**config.mk**
```make
export PLATFORM = sky130hd
export DESIGN_NAME = trig_pueo_command_rx
export DESIGN_NICKNAME = d
export VERILOG_FILES = /design/src/rtl/trig_pueo_command_rx.sv
export SDC_FILE = /design/constraint.sdc
export NUM_CORES = 1
export LEC_CHECK = 0
export ABC_CLOCK_PERIOD_IN_PS = 1860
export BUFFER_PORTS_ARGS = -buffer_cell sky130_fd_sc_hd__buf_2
export CORE_MARGIN = 2
export CORE_UTILIZATION = 50
export CTS_CLUSTER_SIZE = 14
export DETAILED_ROUTE_END_ITERATION = 6
export GPL_ROUTABILITY_DRIVEN = 0
export GPL_TIMING_DRIVEN = 0
export HOLD_SLACK_MARGIN = 0.08
export MAX_ROUTING_LAYER = met4
export PLACE_DENSITY = 0.75
export SYNTH_ARGS = -nofsm -noshare
export SYNTH_HDL_FRONTEND = slang
export SYNTH_SLANG_ARGS = --single-unit
```
**constraint.sdc**
```tcl
create_clock -name sysclk_i -period 1.86 [get_ports sysclk_i]
set_input_delay 0.279 -clock sysclk_i [delete_from_list [all_inputs] [get_ports sysclk_i]]
set_output_delay 0.279 -clock sysclk_i [all_outputs]
set_load 0.01 [all_outputs]
```
**src/rtl/trig_pueo_command_rx.sv**
```systemverilog
// trig_pueo_command_rx: receives TURF command words, checks parity/alignment, decodes triggers, run commands and messages
module trig_pueo_command_rx #(
    parameter SYSCLKTYPE = "NONE",
    parameter int CHECK_PARITY = 1,
    parameter int ERR_CNT_WIDTH = 16
) (
    input  logic                     sysclk_i,
    input  logic                     sysclk_rstn_i,
    input  logic                     sysclk_phase_i,
    input  logic [31:0]              command_i,
    output logic                     trig_valid_o,
    output logic [14:0]              trig_time_o,
    output logic [1:0]               runcmd_o,
    output logic                     runcmd_valid_o,
    output logic                     msg_valid_o,
    output logic [31:0]              msg_data_o,
    output logic [ERR_CNT_WIDTH-1:0] parity_err_cnt_o,
    output logic [ERR_CNT_WIDTH-1:0] proto_err_cnt_o,
    output logic                     align_err_o
);
    typedef enum logic [1:0] {IDLE, B1, B2, B3} msg_state_t;
    localparam logic [1:0] CTL_START = 2'b01, CTL_CONT = 2'b10, CTL_END = 2'b11;

    logic                     cap_vld_q, cap_vld_d;
    logic [31:0]              cap_word_q, cap_word_d;
    logic                     dec_vld_q, dec_vld_d;
    logic                     dec_good_q, dec_good_d;
    logic [31:0]              dec_word_q, dec_word_d;
    logic [2:0]               align_cnt_q, align_cnt_d;
    logic                     armed_q, armed_d;
    logic                     align_err_q, align_err_d;
    logic                     trig_valid_q, trig_valid_d;
    logic [14:0]              trig_time_q, trig_time_d;
    logic                     runcmd_valid_q, runcmd_valid_d;
    logic [1:0]               runcmd_q, runcmd_d;
    logic [ERR_CNT_WIDTH-1:0] parity_cnt_q, parity_cnt_d;
    msg_state_t               msg_state_q;
    logic [23:0]              msg_buf_q;
    logic                     msg_valid_q;
    logic [31:0]              msg_data_q;
    logic [ERR_CNT_WIDTH-1:0] proto_cnt_q;
    logic                     dec_ok, proto_hit;
    logic [1:0]               msg_ctl;
    logic [7:0]               msg_byte;
    logic                     unused_ok;

    assign dec_ok   = dec_vld_q && dec_good_q;
    assign msg_ctl  = dec_word_q[7:6];
    assign msg_byte = dec_word_q[15:8];
    assign unused_ok = ^{dec_word_q[3:0], SYSCLKTYPE != "NONE"};

    // Capture, parity stage, field decode, error counting and alignment tracking
    always_comb begin
        cap_vld_d      = sysclk_phase_i;
        cap_word_d     = sysclk_phase_i ? command_i : cap_word_q;
        dec_vld_d      = cap_vld_q;
        dec_word_d     = cap_word_q;
        dec_good_d     = (CHECK_PARITY == 0) || !(^cap_word_q);
        trig_valid_d   = dec_ok && dec_word_q[31];
        trig_time_d    = trig_valid_d ? dec_word_q[30:16] : trig_time_q;
        runcmd_valid_d = dec_ok && |dec_word_q[5:4];
        runcmd_d       = runcmd_valid_d ? dec_word_q[5:4] : runcmd_q;
        parity_cnt_d   = (dec_vld_q && !dec_good_q && !(&parity_cnt_q)) ? parity_cnt_q + ERR_CNT_WIDTH'(1) : parity_cnt_q;
        armed_d        = armed_q || sysclk_phase_i;
        align_cnt_d    = sysclk_phase_i ? 3'd0 : align_cnt_q + 3'd1;
        align_err_d    = align_err_q || (armed_q && (sysclk_phase_i ? align_cnt_q != 3'd7 : align_cnt_q == 3'd7));
        proto_hit      = dec_ok && ((msg_state_q == IDLE) ? (msg_ctl == CTL_CONT || msg_ctl == CTL_END) :
                                    (msg_state_q == B3)   ? (msg_ctl == CTL_START || msg_ctl == CTL_CONT) :
                                                            (msg_ctl == CTL_START || msg_ctl == CTL_END));
    end

    // Pipeline, decoded-output and alignment registers
    always_ff @(posedge sysclk_i or negedge sysclk_rstn_i) begin
        if (!sysclk_rstn_i) begin
            cap_vld_q      <= 1'b0;
            cap_word_q     <= '0;
            dec_vld_q      <= 1'b0;
            dec_word_q     <= '0;
            dec_good_q     <= 1'b0;
            trig_valid_q   <= 1'b0;
            trig_time_q    <= '0;
            runcmd_valid_q <= 1'b0;
            runcmd_q       <= '0;
            parity_cnt_q   <= '0;
            armed_q        <= 1'b0;
            align_cnt_q    <= '0;
            align_err_q    <= 1'b0;
        end else begin
            cap_vld_q      <= cap_vld_d;
            cap_word_q     <= cap_word_d;
            dec_vld_q      <= dec_vld_d;
            dec_word_q     <= dec_word_d;
            dec_good_q     <= dec_good_d;
            trig_valid_q   <= trig_valid_d;
            trig_time_q    <= trig_time_d;
            runcmd_valid_q <= runcmd_valid_d;
            runcmd_q       <= runcmd_d;
            parity_cnt_q   <= parity_cnt_d;
            armed_q        <= armed_d;
            align_cnt_q    <= align_cnt_d;
            align_err_q    <= align_err_d;
        end
    end

    // Message reassembly FSM; state names count the bytes already held
    always_ff @(posedge sysclk_i or negedge sysclk_rstn_i) begin
        if (!sysclk_rstn_i) begin
            msg_state_q <= IDLE;
            msg_buf_q   <= '0;
            msg_valid_q <= 1'b0;
            msg_data_q  <= '0;
            proto_cnt_q <= '0;
        end else begin
            msg_valid_q <= 1'b0;
            if (proto_hit && !(&proto_cnt_q))
                proto_cnt_q <= proto_cnt_q + ERR_CNT_WIDTH'(1);
            if (dec_ok) begin
                case (msg_ctl)
                    CTL_START: begin
                        msg_buf_q[7:0] <= msg_byte;
                        msg_state_q    <= B1;
                    end
                    CTL_CONT: begin
                        if (msg_state_q == B1) begin
                            msg_buf_q[15:8] <= msg_byte;
                            msg_state_q     <= B2;
                        end else if (msg_state_q == B2) begin
                            msg_buf_q[23:16] <= msg_byte;
                            msg_state_q      <= B3;
                        end else begin
                            msg_state_q <= IDLE;
                        end
                    end
                    CTL_END: begin
                        if (msg_state_q == B3) begin
                            msg_valid_q <= 1'b1;
                            msg_data_q  <= {msg_byte, msg_buf_q};
                        end
                        msg_state_q <= IDLE;
                    end
                    default: ;
                endcase
            end
        end
    end

    assign trig_valid_o     = trig_valid_q;
    assign trig_time_o      = trig_time_q;
    assign runcmd_o         = runcmd_q;
    assign runcmd_valid_o   = runcmd_valid_q;
    assign msg_valid_o      = msg_valid_q;
    assign msg_data_o       = msg_data_q;
    assign parity_err_cnt_o = parity_cnt_q;
    assign proto_err_cnt_o  = proto_cnt_q;
    assign align_err_o      = align_err_q;
endmodule

```
## Yosys cells after proc, flatten, opt, wreduce, memory -nomap -nowiden

Index checks and enable logic that the tools add are counted.

| cells by class | value |
|---|---|
| add/sub/neg operators | 3 |
| equal/unequal tests | 8 |
| mux-type cells | 10 |
| bitwise gates (word level) | 1 |
| reductions and logical operators | 28 |

Operators with widths:

| cell | count |
|---|---|
| $add 16x1->16 const B | 2 |
| $reduce_and 16->1 | 2 |
| $reduce_xor 32->1 | 1 |
| $eq 2x2->1 const B | 4 |
| $logic_and 1x1->1 | 8 |
| $mux 1 | 6 |
| $pmux 2 s3 | 1 |
| $reduce_and 3->1 | 2 |
| $logic_or 1x1->1 | 5 |
| $eq 2x1->1 const B | 2 |
| $logic_not 1->1 | 4 |
| $mux 2 | 2 |
| $reduce_and 2->1 | 2 |
| $reduce_and 4->1 | 1 |
| $add 3x1->3 const B | 1 |
| $eq 3x3->1 const B | 1 |
| $mux 3 | 1 |
| $ne 3x3->1 const B | 1 |
| $reduce_bool 3->1 | 1 |
| $logic_not 2->1 | 1 |
| $reduce_or 2->1 | 1 |
| $not 1->1 | 1 |

| storage, ports and cells | value |
|---|---|
| register bits after elaboration | 182 |
| bits of input ports | 35 |
| output and inout bits | 85 |
| word-level logic and storage cells | 70 |

## Depth between registers and ports, before layout

| depth | value |
|---|---|
| depth after elaboration | 6 |
| gate-level depth with buffers | 6 |
| mapped depth without buffers | 6 |

## Worst setup path after synthesis

No wires, ideal clock.

| timing path | value |
|---|---|
| kind | reg2reg |
| start point | reg proto_cnt_q[0], in the netlist proto_err_cnt_o[0] |
| end point | reg proto_cnt_q[1], in the netlist proto_err_cnt_o[1] |
| setup time | 125 ps |
| arrival | 1758 ps |
| data required time | 1735 ps |
| slack | -23 ps |
| cell stages (with the launch flop) | 7 |
| buffers on the path | 0 |
| period minus slack after synthesis | 1883 ps |
| cells stage by stage | dfrtp_1 > ha_1 > nand3_1 > nor3_1 > nand2_1 > nand2_1 > mux2_2 |

| on the way | value |
|---|---|
| cells in the longest elaborated chain, start to end | 3 |

RTL lines:

| element | RTL line | source |
|---|---|---|
| start, declared | 41 | `logic [ERR_CNT_WIDTH-1:0] proto_cnt_q;` |
| start signal, assigned | 116 | `proto_cnt_q <= proto_cnt_q + ERR_CNT_WIDTH'(1);` |
| branches (longest 3 deep; another with $add 16x1->16) | n/a |  |

Several ways; the timed one is not identified.
A chain may end at the register's enable or synchronous reset.

## Final worst setup path

| timing path | value |
|---|---|
| start point | reg msg_state_q[1] |
| end point | reg proto_cnt_q[14], in the netlist proto_err_cnt_o[14] |

| on the way | value |
|---|---|
| cells in the longest elaborated chain, start to end | 5 |

RTL lines:

| element | RTL line | source |
|---|---|---|
| start, declared | 37 | `msg_state_t msg_state_q;` |
| start signal, assigned | 108 | `msg_state_q <= IDLE;` |
| start signal, assigned | 121 | `msg_state_q <= B1;` |
| start signal, assigned | 126 | `msg_state_q <= B2;` |
| $eq 2x2->1 | 68 | `(msg_state_q == B3) ? (msg_ctl == CTL_START \|\| msg_ctl == CTL_CONT) :` |
| $mux 1 | 68 |  |
| $mux 1 * | 67 | `proto_hit = dec_ok && ((msg_state_q == IDLE) ? (msg_ctl == CTL_CONT \|\| msg_ctl == CTL_END) :` |
| $logic_and 1x1->1 * | 67 |  |
| $logic_and 1x1->1 * | 115 | `if (proto_hit && !(&proto_cnt_q))` |

Every way passes the cells marked *; elsewhere a longest branch is shown, timed or not.

==> summary.md <==
| Metric | Value |
|---|---|
| Worst setup EP type | register |
| Clock Power Share | 0.310 |
| Tmin final | 1.84 ns |
| Tot GR Track Use | 0.194 |
| Syn Nets | 511 |
| Worst r2r src | msg_state_q[1] |
| Port Buffers | 119 |
| CTS root buf | clkbuf_16 |
| Post-Syn Instances | 467 |
| Syn-to-layout area delta | 25.5% |
| Mapped Area | 6920 um^2 |
| Final Hold Viols | 0 |
| CTS tree | built |
| Crit Path Class | register to register |
| CTS Sinks | 178 |
| Worst path buffer plus inverter count | 1 |
| RSZ-0062 raised after global routing | true |
| Rel. slew slack | 0.572 |
| DRC errors left | 0 |
| Clock buffer depth | 2 |
| DP Wirelength | 8900 um |
| DR iter-0 viols | 209 |
| Max Fanout on Critical Path | 6 |
| Top cell type's share of synthesized area | 0.643 |
| Crit. path cell count | 6 |
| Top cell type by total area after synthesis | dfrtp_1 |
| Share of layout cells above drive strength 1 | 0.466 |
| Final Max Tran Viols | 0 |
| Worst skew pair latency | 0.42 ns |
| Fmax | 0.544 GHz |
| Synth top cells by count | 178 x dfrtp_1, 107 x mux2_2, 42 x xnor2_1, 24 x nand2_1, 16 x xor2_1 |
| DIE AREA | 14800 um^2 |
| Crit-path leading delay family | flip-flops |
| Vias in the first global route | 4285 |
| Slowest stage cell, crit path | dfrtp_2 |
| Rows | 43 |
| Layout Nets | 668 |
| Worst Path Arrival | 2.14 ns |
| P_int | 8.52 mW |
| HP Class | input pin to register |
| Ys async rst share | 1.00 |
| Synth area leaders | dfrtp_1 64%, mux2_2 17%, xnor2_1 5.3%, xor2_1 2.0%, ha_1 1.6% |
| Total placed instance area | 7790 um^2 |
| Prevailing post-synth register cell | dfrtp_1 |
| Largest net degree at the start of global routing | 127 |
| CP Capture Point | proto_err_cnt_o[14] |
| First-pass GRT wire length | 21200 um |
| Starting Density | 0.505 |
| Peak VDD IR | 797 uV |
| Reg2Reg Depth | 6 |
| Syn Area/Cell | 14.8 um^2 |
| Register area share after synthesis | 0.643 |
| Startpoint types | register |
| YS warnings | 0 |
| Switching Share | 0.284 |
| Final ANT Viol Nets | 0 |
| CP Data Required Time | 2.16 ns |
| Most frequent cell after synthesis | dfrtp_1 |
| Setup violations, final | 0 |
| Routed wire length per instance | 16.0 um |
| Drt total wl | 13100 um |
| Yosys reg bits | 178 |
| Chip height | 122 um |
| CTS H-tree lvls | 4 |
| # IOs | 120 |
| Lkg Pwr | 4.19 nW |
| Period utilisation layout | 0.988 |
| First-pass iteration count of the detailed router | 4 |
| R2r setup slk | 0.02 ns |
| Netlist cell types | 36 |
| Status | finished clean |
| Post-synth EDFFs | 0 |
| CTS Buf Count | 17 |
| Setup Skew | 0.00778 ns |
| Worst slew pin tran | 0.642 ns |
| CP Cell Sequence | ha_2, a211oi_2, o211ai_1, buf_4, nor3_4, mux2_2 |
| Area of the core | 13700 um^2 |
| Design area | 8690 um^2 |
| Die W | 122 um |
| Via-to-Cell Ratio | 5.11 |
| Total gr overflow | 0 |
| Critical path origin | msg_state_q[1] |
| Max-cap violations | 0 |
| CTS clk-pin slew, worst paths | 0.06 ns |
| Initial antenna violation count | 1 |
| Utilization after layout | 0.633 |
| Power Density | 1370 nW/um^2 |
| Flop pwr share | 0.458 |
| Switching pwr | 3.38 mW |
| DR vias | 4179 |
| Reg2reg end | proto_err_cnt_o[14] |
| Comb power frac | 0.233 |
| Max stage delay on crit path | 0.44 ns |
-- power groups by stage --
stage               clock (mW)  combinational, mW  sequential, mW
floorplan                    0               1.44            5.61
global placement             0               2.57            5.40
detailed placement           0               2.67            5.47
CTS                       3.78               2.75            5.43
global route              3.94               3.05            5.58
finish                    3.68               2.77            5.45
-- logic make-up after synthesis --
| family | share of synthesized area |
|---|---|
| buffers and inverters | 0.0101 |
| XOR/XNOR | 0.0734 |
| flip-flops | 0.643 |
| adder cells (fa/ha/maj) | 0.0163 |
| multiplexers | 0.176 |
| AO/OA/AOI/OAI | 0.0159 |
| AND/OR/NAND/NOR | 0.0654 |
-- registers in the layout, indices dropped and copies added (netlist names) --
| register | count |
|---|---|
| cap_word_q | 32 |
| msg_data_o | 32 |
| dec_word_q | 28 |
| msg_buf_q | 24 |
| parity_err_cnt_o | 16 |
| proto_err_cnt_o | 16 |
| trig_time_o | 15 |
| align_cnt_q | 3 |
| msg_state_q | 2 |
| runcmd_o | 2 |
| align_err_o | 1 |
| armed_q | 1 |
| cap_vld_q | 1 |
| dec_good_q | 1 |
| dec_vld_q | 1 |
| msg_valid_o | 1 |
| runcmd_valid_o | 1 |
| trig_valid_o | 1 |
-- through the flow --
step	setup WS (ns)	total power [mW]	hold slack (ns)	instances	TNS, ns
4_1_cts	-0.0428	12.0	0.0804	812	-0.0428
6_report	0.0219	11.9	0.0952	818	0
3_5_place_dp	-0.231	8.15	0.221	767	-4.12
2_1_floorplan	0.0579	7.05	-0.0166	467	0
5_1_grt	-0.0888	12.6	0.0831	818	-0.321
3_3_place_gp	-2.10	7.97	0.338	766	-373.58
-- metal layers --
layer,global-route usage,up-vias,routed length [um]
met2,0.312,108,6670
met4,0.0790,0,290
met1,0.229,2108,5350
met3,0.0599,25,746
met5,-,-,0
li1,-,1938,-
-- worst min path at each step --
stage	start	end	slack, ns	depth (start not counted)
final	command_i[7]	cap_word_q[7]	0.1	2
after global routing	command_i[7]	cap_word_q[7]	0.08	2
after global placement	cap_vld_q	dec_vld_q	0.34	0
after CTS	command_i[7]	cap_word_q[7]	0.08	2
after floorplan	sysclk_rstn_i	align_cnt_q[0]	-0.02	0
after detailed placement	sysclk_rstn_i	msg_data_o[10]	0.22	1
-- final cells by class --
type,count,area (um^2)
Antenna cell,1,2.50
Buffer,10,60.1
Clock buffer,21,470
Clock inverter,11,149
Fill cell,1035,5030
Inverter,6,22.5
Multi-Input combinational cell,273,2500
Sequential cell,178,4460
Tap cell,180,225
Timing Repair Buffer,138,800
-- repair_timing --
action | CTS | global route
endpoints found under the setup margin | 53 | 62
resized for setup | 15 | 16
pin swaps | 5 | 5
hold endpoints to repair | 62 | 0
buffers inserted | 2 | 5
hold buffers | 11 | 0
-- placed cells by master, fill, tap and decap left out, types with 3 or more instances in the layout --
| cell | n |
|---|---|
| clkinvlp_4 | 3 |
| bufinv_16 | 3 |
| dlygate4sd3_1 | 11 |
| mux2_2 | 107 |
| xnor2_1 | 42 |
| nor4_2 | 3 |
| nand3_1 | 9 |
| inv_1 | 5 |
| nor3_1 | 4 |
| dfrtp_1 | 176 |
| nor2_1 | 11 |
| clkbuf_8 | 3 |
| buf_4 | 10 |
| nor2b_1 | 4 |
| buf_2 | 118 |
| clkbuf_1 | 5 |
| ha_1 | 6 |
| xor2_1 | 16 |
| clkbuf_16 | 17 |
| nand2_2 | 4 |
| nand4_1 | 8 |
| nand2_1 | 20 |
Note: power is estimated with default switching activity, not from simulation.
